[src/rtl/seg7_pkg.sv]
`default_nettype none
// ============================================================================
// Module   : seg7_pkg
// Brief    : Shared seven-segment constants and capture FSM states.
// Revision : 1.0
// ============================================================================
package seg7_pkg;

  // Active-low segment patterns, bit 0 = segment a, bit 6 = segment g
  localparam logic [6:0] c_seg_0 = 7'h40;
  localparam logic [6:0] c_seg_1 = 7'h79;
  localparam logic [6:0] c_seg_2 = 7'h24;
  localparam logic [6:0] c_seg_3 = 7'h30;
  localparam logic [6:0] c_seg_4 = 7'h19;
  localparam logic [6:0] c_seg_5 = 7'h12;
  localparam logic [6:0] c_seg_6 = 7'h02;
  localparam logic [6:0] c_seg_7 = 7'h78;
  localparam logic [6:0] c_seg_8 = 7'h00;
  localparam logic [6:0] c_seg_9 = 7'h10;
  localparam logic [6:0] c_seg_a = 7'h08;
  localparam logic [6:0] c_seg_b = 7'h03;
  localparam logic [6:0] c_seg_c = 7'h46;
  localparam logic [6:0] c_seg_d = 7'h21;
  localparam logic [6:0] c_seg_e = 7'h06;
  localparam logic [6:0] c_seg_f = 7'h0E;

  localparam logic [3:0] c_enable_blank = 4'b1111;

  typedef enum logic [1:0] {
    ST_WAIT     = 2'd0,
    ST_SETTLING = 2'd1,
    ST_HELD     = 2'd2
  } state_t;

endpackage
`default_nettype wire

[src/rtl/seg7_decode.sv]
`default_nettype none
// ============================================================================
// Module   : seg7_decode
// Brief    : Active-low 7-segment pattern to hex nibble, with validity flag.
// Revision : 1.0
// ============================================================================
module seg7_decode
  import seg7_pkg::*;
(
  input  logic [6:0] i_ledout,
  output logic       o_valid,
  output logic [3:0] o_nibble
);

  always_comb begin
    o_valid  = 1'b1;
    o_nibble = 4'h0;
    case (i_ledout)
      c_seg_0: o_nibble = 4'h0;
      c_seg_1: o_nibble = 4'h1;
      c_seg_2: o_nibble = 4'h2;
      c_seg_3: o_nibble = 4'h3;
      c_seg_4: o_nibble = 4'h4;
      c_seg_5: o_nibble = 4'h5;
      c_seg_6: o_nibble = 4'h6;
      c_seg_7: o_nibble = 4'h7;
      c_seg_8: o_nibble = 4'h8;
      c_seg_9: o_nibble = 4'h9;
      c_seg_a: o_nibble = 4'hA;
      c_seg_b: o_nibble = 4'hB;
      c_seg_c: o_nibble = 4'hC;
      c_seg_d: o_nibble = 4'hD;
      c_seg_e: o_nibble = 4'hE;
      c_seg_f: o_nibble = 4'hF;
      default: o_valid  = 1'b0;
    endcase
  end

endmodule
`default_nettype wire

[src/rtl/seg7_scan_capture.sv]
`default_nettype none
// ============================================================================
// Module   : seg7_scan_capture
// Brief    : Samples a multiplexed 7-segment bus and rebuilds the 16-bit value.
// Revision : 1.0
// ============================================================================
module seg7_scan_capture
  import seg7_pkg::*;
#(
  parameter int unsigned SETTLE = 4
) (
  input  logic        clk,
  input  logic        reset,
  input  logic [3:0]  enable,
  input  logic [6:0]  ledout,
  output logic [15:0] value,
  output logic        frame_valid,
  output logic        changed,
  output logic        seg_err
);

  localparam logic [7:0] c_settle    = 8'(SETTLE);
  localparam logic [7:0] c_settle_m1 = 8'(SETTLE - 1);

  logic [10:0]     r_s;
  logic [10:0]     r_p;
  logic [7:0]      r_cnt;
  state_t          r_state;
  state_t          w_state_next;
  logic [3:0][3:0] r_slots;
  logic [3:0]      r_mask;
  logic [15:0]     r_value;
  logic            r_frame_valid;
  logic            r_changed;
  logic            r_seg_err;

  logic [3:0]      w_s_en;
  logic [6:0]      w_s_led;
  logic            w_stable;
  logic            w_settled;
  logic            w_onehot;
  logic            w_blank;
  logic            w_illegal;
  logic [1:0]      w_digit;
  logic            w_capture;
  logic            w_enable_err;
  logic            w_dec_valid;
  logic [3:0]      w_dec_nibble;
  logic [3:0][3:0] w_slots_new;
  logic [3:0]      w_mask_new;

  assign w_s_en    = r_s[10:7];
  assign w_s_led   = r_s[6:0];
  assign w_stable  = (r_s == r_p);
  assign w_settled = w_stable && (r_cnt >= c_settle_m1);
  assign w_blank   = (w_s_en == c_enable_blank);
  assign w_illegal = !w_onehot && !w_blank;

  always_comb begin
    w_onehot = 1'b1;
    w_digit  = 2'd0;
    case (w_s_en)
      4'b1110: w_digit = 2'd0;
      4'b1101: w_digit = 2'd1;
      4'b1011: w_digit = 2'd2;
      4'b0111: w_digit = 2'd3;
      default: w_onehot = 1'b0;
    endcase
  end

  seg7_decode u_decode (
    .i_ledout (w_s_led),
    .o_valid  (w_dec_valid),
    .o_nibble (w_dec_nibble)
  );

  always_ff @(posedge clk or negedge reset) begin
    if (!reset) begin
      r_s   <= '1;
      r_p   <= '1;
      r_cnt <= 8'd0;
    end else begin
      r_s <= {enable, ledout};
      r_p <= r_s;
      if (!w_stable) begin
        r_cnt <= 8'd0;
      end else if (r_cnt != c_settle) begin
        r_cnt <= r_cnt + 8'd1;
      end
    end
  end

  always_ff @(posedge clk or negedge reset) begin
    if (!reset) begin
      r_state <= ST_WAIT;
    end else begin
      r_state <= w_state_next;
    end
  end

  // WAIT may act directly so every phase needs the same number of samples,
  // whichever state it started in.
  always_comb begin
    w_state_next = r_state;
    w_capture    = 1'b0;
    w_enable_err = 1'b0;
    case (r_state)
      ST_WAIT: begin
        if (w_onehot) begin
          if (w_settled) begin
            w_capture    = 1'b1;
            w_state_next = ST_HELD;
          end else begin
            w_state_next = ST_SETTLING;
          end
        end else if (w_illegal && w_settled) begin
          w_enable_err = 1'b1;
          w_state_next = ST_HELD;
        end
      end
      ST_SETTLING: begin
        if (!w_stable) begin
          w_state_next = ST_WAIT;
        end else if (w_settled) begin
          w_capture    = 1'b1;
          w_state_next = ST_HELD;
        end
      end
      ST_HELD: begin
        if (!w_stable) begin
          w_state_next = ST_WAIT;
        end
      end
      default: w_state_next = ST_WAIT;
    endcase
  end

  always_comb begin
    w_slots_new          = r_slots;
    w_slots_new[w_digit] = w_dec_nibble;
    w_mask_new           = r_mask | (4'b0001 << w_digit);
  end

  // The completing capture publishes the merged slots on the same edge.
  always_ff @(posedge clk or negedge reset) begin
    if (!reset) begin
      r_slots       <= '0;
      r_mask        <= 4'd0;
      r_value       <= 16'd0;
      r_frame_valid <= 1'b0;
      r_changed     <= 1'b0;
      r_seg_err     <= 1'b0;
    end else begin
      r_frame_valid <= 1'b0;
      r_changed     <= 1'b0;
      r_seg_err     <= 1'b0;
      if (w_capture && w_dec_valid) begin
        r_slots <= w_slots_new;
        if (w_mask_new == 4'b1111) begin
          r_mask        <= 4'd0;
          r_value       <= w_slots_new;
          r_frame_valid <= 1'b1;
          r_changed     <= (w_slots_new != r_value);
        end else begin
          r_mask <= w_mask_new;
        end
      end else if ((w_capture && !w_dec_valid) || w_enable_err) begin
        r_seg_err <= 1'b1;
      end
    end
  end

  assign value       = r_value;
  assign frame_valid = r_frame_valid;
  assign changed     = r_changed;
  assign seg_err     = r_seg_err;

endmodule
`default_nettype wire

[config.mk]
export PLATFORM = sky130hd
export DESIGN_NAME = seg7_scan_capture
export DESIGN_NICKNAME = d
export VERILOG_FILES = /design/src/rtl/seg7_pkg.sv /design/src/rtl/seg7_decode.sv /design/src/rtl/seg7_scan_capture.sv
export SDC_FILE = /design/constraint.sdc
export NUM_CORES = 1
export LEC_CHECK = 0
export ABC_AREA = 1
export CORE_ASPECT_RATIO = 0.9
export CORE_UTILIZATION = 45
export CTS_CLUSTER_DIAMETER = 30
export DETAILED_ROUTE_END_ITERATION = 10
export HOLD_SLACK_MARGIN = 0.02
export REMOVE_ABC_BUFFERS = 1
export SLEW_MARGIN = 20
export SYNTH_ARGS = -nofsm -noshare
export SYNTH_HDL_FRONTEND = slang
export SYNTH_HIERARCHICAL = 1
export SYNTH_SLANG_ARGS = --single-unit
[constraint.sdc]
create_clock -name clk -period 2.2 [get_ports clk]
set_input_delay 0.44 -clock clk [delete_from_list [all_inputs] [get_ports clk]]
set_output_delay 0.44 -clock clk [all_outputs]
set_load 0.02 [all_outputs]
# After elaboration in Yosys (flattened, before gate mapping)
# Cells that the tools add are included.
# op_classes
n_addsub	1
order_cmp	3
eq_ne	30
shift	1
n_mux	30
bitwise	1
n_reduce_logical	16
# ops
cell	count
$pmux 4 s15	1
$eq 7x7->1 const B	4
$eq 7x5->1 const B	3
$eq 7x6->1 const B	3
$eq 4x4->1 const B	5
$bwmux 16	1
$mux 8	2
$ne 16x16->1	1
$reduce_or 16->1	1
$eq 7x2->1 const B	2
$eq 7x4->1 const B	2
$mux 1	14
$mux 2	6
$pmux 2 s3	2
$eq 11x11->1	1
$add 8x1->8 const B	1
$demux 4 s2	1
$ge 8x2->1 const B	1
$mux 4	2
$ne 8x3->1 const B	1
$eq 7x3->1 const B	1
$logic_not 7->1	1
$logic_and 1x1->1	6
$ne 3x3->1 const B	2
other kinds (16)	18
# word_totals
register_bits	71
input_bits	13
out_inout_bits	19
word_cells	95

# Logic depth before layout (Yosys ltp)
# depth
ltp_word	12
mapped_depth	16
ltp_nobuf	16

# Cells and area by module
# The synthesis kept the hierarchy.
# modules_own_cells
module	instances	cells_each	area_each_um2	seq_area_each_um2
seg7_scan_capture	1	458	3567.2	1804.2
seg7_decode	1	80	344.1	0.0

# Worst setup path after synthesis
# OpenSTA, ideal clock, no wires.
# synth_timing
path_kind	reg-to-reg
startpoint	register r_s[6]
endpoint	register r_changed, in the netlist changed
setup_ns	0.116
arrival_time_ns	1.863
setup_slack_ns	0.221
stages_incl_launch_ff	16
period_less_slack_ns	1.979
path_cell_list	dfstp_2 nor2_2 nand2_2 nor2_2 nor3_1 nand3_1 inv_1 nand3_1 nand3_1 nand2_1 nor2_1 nand2_1 nor2_1 nand2_1 nor2_1 nor2_1
# synth_via
word_cells_on_any_way	30
cone_classes	17 x eq/ne; 9 x mux; 4 x reduce/logical
# synth_rtl
item	line_no	rtl
start: declaration	seg7_scan_capture.sv:25	logic [10:0] r_s;
start signal: assignment	seg7_scan_capture.sv:83	r_s <= {enable, ledout};
$eq 7x4->1 (tied with other cells)	seg7_decode.sv:18	case (i_ledout)
$pmux 4 s15 *	seg7_decode.sv:18	
via w_dec_nibble[3]	seg7_scan_capture.sv:48	logic [3:0] w_dec_nibble;
$bwmux 16 *	seg7_scan_capture.sv:140	w_slots_new[w_digit] = w_dec_nibble;
$ne 16x16->1 *	seg7_scan_capture.sv:163	r_changed <= (w_slots_new != r_value);
$mux 1 *	seg7_scan_capture.sv:159	if (w_mask_new == 4'b1111) begin
$mux 1 *	seg7_scan_capture.sv:157	if (w_capture && w_dec_valid) begin
end signal: assignment	seg7_scan_capture.sv:163	
end: declaration	seg7_scan_capture.sv:34	logic r_changed;
# Mark *: on every way through the listed nets, which the timed path passes. The rest lies on a longest branch.
# A chain may end at the register's enable or synchronous reset.

# Worst setup path in the final report
# layout_timing
startpoint	register r_s[1]
endpoint	register r_value[7], in the netlist value[7]
# layout_via
word_cells_on_any_way	28
cone_classes	16 x eq/ne; 7 x mux; 5 x reduce/logical
# layout_rtl
item	line_no	rtl
$eq 7x7->1 (tied with other cells)	seg7_decode.sv:18	
$reduce_or 16->1 (no line) *	n/a	
$mux 1 *	seg7_decode.sv:18	
via w_dec_valid	seg7_scan_capture.sv:47	logic w_dec_valid;
$logic_and 1x1->1 *	seg7_scan_capture.sv:157	
$reduce_and 2->1 (no line) *	n/a	
end signal: assignment	seg7_scan_capture.sv:161	r_value <= w_slots_new;
end: declaration	seg7_scan_capture.sv:32	logic [15:0] r_value;
# Marks and branches as above.

==> summary.txt <==
Power and ir drop
  • Proportion of power drawn by the clock network: 0.397
  • Worst vdd ir: 0.324 mV
  • Power density normalized to cell area: approximately 560 mW/mm²
  • Net load switching power: 0.734 mW
  • Switching part of the total power: 0.263
  • Cell leakage power: approximately 2.5 nW
  • Comb power frac: 0.107
  • Internal power consumption: 2.06 mW
  • Portion of total power attributed to sequential cells: 0.496

Route
  • Final ANT Viol Nets: 0
  • Final routed wirelength across all metal layers: 9630 µm
  • Via Count: 3547
  • Uppermost layer routed: met4
  • Routed wire length on met3: 529 µm
  • DR WL met2: 4310 µm
  • # DRC: 0
  • Detailed-route vias per instance: 4.87
  • WL per Instance: 13.2 µm
  • Number of detailed-routing iterations run before antenna repair: 5
  • Starting DRT DRC Count: ~170
  • Routed length on met1: 4650 µm

Final layout
  • Proportion of layout cells with a drive suffix above 1: 0.236
  • Signed area change from the synthesized netlist to the final layout: 28.3%
  • Register area: 0.00180 mm²
  • Footprint of the multi-input gates: just over 0.002 mm²
  • Number of nets in the finished design: 624
  • Ant diodes: 0
  • Final Cell Area: 0.00502 mm²
  • Top library cells by usage in the layout, fill and taps aside: sky130_fd_sc_hd__nand2_1 (209), sky130_fd_sc_hd__inv_1 (49), sky130_fd_sc_hd__dfrtp_1 (49), sky130_fd_sc_hd__nor2_1 (41), sky130_fd_sc_hd__nand3_1 (37)
  • Number of fill cells in the layout: just under 800
  • Most common cell after layout, fill and taps aside: sky130_fd_sc_hd__nand2_1

Clock tree
  • Clock transition at path regs: approximately 0.08 ns
  • Total clock buffers created by CTS: 9
  • Bufs on Longest Clock Path: 2
  • CTS H-tree depth: 3
  • Clock latency reported for the late side of the worst-skew pair: roughly 0.36 ns
  • Number of hold-repair buffers added at the cts stage: 0
  • CTS tree: yes
  • Clock Root Buffer: sky130_fd_sc_hd__clkbuf_8
  • Clk sink count: 71

Status
  • Result of the run: finished, final reports clean

Timing
  • Normalized max-slew margin: 0.605
  • Actual slew at the worst max-slew pin: 0.588 ns
  • Sum of negative setup slack: 0 ns
  • Post-route minimum period: 2.16 ns
  • Final Hold Violating Endpoints: 0
  • Pins over their slew limit: 0
  • Final Cycle Share: 0.980
  • RSZ-0062 raised after global routing: yes
  • Setup skew after layout: between 0.01 and 0.015 ns
  • Max Clock Freq: 464 MHz
  • Final number of setup-violating endpoints: 0

Synthesis
  • Ys Warns: 6
  • FF+latch count, synth: 71
  • Dominant cell type by area after synthesis: sky130_fd_sc_hd__dfrtp_1
  • Cell types occupying the most area after synthesis: sky130_fd_sc_hd__dfrtp_1 (31%), sky130_fd_sc_hd__nand2_1 (21%), sky130_fd_sc_hd__dfstp_2 (15%)
  • Instance count of the mapped netlist: 538
  • Sequential area share after synthesis: 0.461
  • Post-synthesis average cell area: 7.27 µm²
  • Fraction of synthesized cell area taken by the top area cell type: 0.313
  • Post-synthesis instance area: about 0.0039 mm²
  • Synth cell types: 26

Floorplanning
  • Initial Util: 0.476
  • IO Pins: 32
  • Full die area: 0.00907 mm²
  • Die boundary width: 100 µm
  • Core Footprint: 0.00822 mm²
  • Vertical extent of the die: between 90 and 100 µm
  • Number of standard-cell rows in the floorplan: 31

GRT
  • GRT Overall Usage: 0.216
  • First-pass GRT wire length: ~15000 µm
  • Total congestion overflow after global routing: 0
  • Number of global-route vias before repair: roughly 3200
  • Number of antenna violations at the first check in global routing: 0
  • Maximum number of pins on one net before global-route repair: 38

Placement
  • Port buffer count: 31
  • Final weighted congestion of routability-driven global placement: between 0.8 and 0.9
  • Final HPWL from detailed placement: 6500 µm
  • Area post-placement: 0.00452 mm²

Setup path
  • Critical path data required time: 2.44 ns
  • Data arrival time of the critical path: 2.40 ns
  • Peak fanout along the critical path: 6
  • Crit Path Class: reg2reg
  • Type of element launching the critical path: register
  • CP Capture Type: register

Hold path
  • Worst hold path class: in2async

Job
  • Max cap viols: 0
[Yosys cell counts (all sizes together)]
master  instances
xor2            4
dfrtp          49
nand3          50
a21oi          13
or2             1
xnor2           9
o21ai          10
nand3b          7
nand4           2
ha              2
nand2         221
nor2           70
inv            61
buf             8
nor3            9
dfstp          22
[flip-flops by register name, indices dropped and copies added, names as in the netlist]
register	cells
r_mask	4
value	16
r_s	11
changed	1
r_p	11
r_slots	16
r_cnt	8
r_state	2
frame_valid	1
seg_err	1
[layout make-up]
| cell class | instances | area share |
|---|---|---|
| clock buffer | 12 | 0.0309 |
| clock inverter | 4 | 0.0105 |
| inverter | 61 | 0.0456 |
| multi-input combinational | 400 | 0.404 |
| sequential | 71 | 0.359 |
| tap | 115 | 0.0287 |
| timing repair buffer | 66 | 0.121 |
[stage by stage]
stage	power (mW)	setup WS, ns	utilization	cells	hold WS (ns)
6_report	2.79	0.0442	0.610	729	0.0342
3_3_place_gp	1.67	0.0112	0.550	700	0.390
4_1_cts	2.79	0.0123	0.580	720	0.0473
2_1_floorplan	1.56	-0.184	-	530	0.144
3_5_place_dp	1.67	-0.0364	0.550	700	0.392
5_1_grt	2.91	-0.136	0.610	729	0.0657
[kinds of logic after synthesis]
logic type | share of synthesized area
xor+xnor | 0.0291
simple gates | 0.401
compound gates | 0.0294
buf+inv | 0.0733
flops | 0.461
fa+ha+maj | 0.00640
[worst paths after layout]
kind | startpoint | end | slack (ns) | cells past startpoint
setup / recovery | r_s[1]$_DFF_PN1_ | value[7]$_DFFE_PN0P_ | 0.04 | 13
hold / removal | reset | r_cnt[4]$_DFFE_PN0P_ | 0.03 | 1
setup reg to reg | r_s[1]$_DFF_PN1_ | value[7]$_DFFE_PN0P_ | 0.04 | 13
hold reg to reg | r_s[7]$_DFF_PN1_ | r_p[7]$_DFF_PN1_ | 0.39 | 0
max in group asynchronous | reset | r_p[4]$_DFF_PN1_ | 1.54 | 2
min in group clk | r_s[7]$_DFF_PN1_ | r_p[7]$_DFF_PN1_ | 0.39 | 0
[power by group through the flow]
| stage | clock network, mW | registers, mW | logic, mW |
|---|---|---|---|
| finish | 1.11 | 1.38 | 0.299 |
| global route | 1.19 | 1.39 | 0.331 |
| CTS | 1.14 | 1.38 | 0.272 |
| detailed placement | 0 | 1.41 | 0.264 |
| global placement | 0 | 1.40 | 0.263 |
| floorplan | 0 | 1.40 | 0.160 |
[repair_timing]
action	in CTS	in global routing
resized for setup	2	46
setup endpoints to repair	1	20
pin swaps	3	15
gates cloned	0	2
buffers inserted	4	7
[critical path, cell delays in order (launching register included)]
cell and delay [ns]:
sky130_fd_sc_hd__dfstp_2 0.60, sky130_fd_sc_hd__inv_2 0.06, sky130_fd_sc_hd__nor2_4 0.16, sky130_fd_sc_hd__nand2_2 0.09, sky130_fd_sc_hd__nor2_2 0.16, sky130_fd_sc_hd__buf_4 0.13
sky130_fd_sc_hd__nor2_1 0.03, sky130_fd_sc_hd__nand2_1 0.05, sky130_fd_sc_hd__nor2_1 0.05, sky130_fd_sc_hd__nand2_1 0.13, sky130_fd_sc_hd__buf_4 0.21, sky130_fd_sc_hd__nand3_2 0.21
sky130_fd_sc_hd__nand2_1 0.11, sky130_fd_sc_hd__nand2_1 0.05
[metal layers]
metal | up-vias | GRT usage
li1 | 1803 | -
met1 | 1625 | 0.324
met2 | 105 | 0.303
met3 | 14 | 0.0395
met4 | 0 | 0.0918
met5 | - | 0
Note: power is estimated with default switching activity, not from simulation.
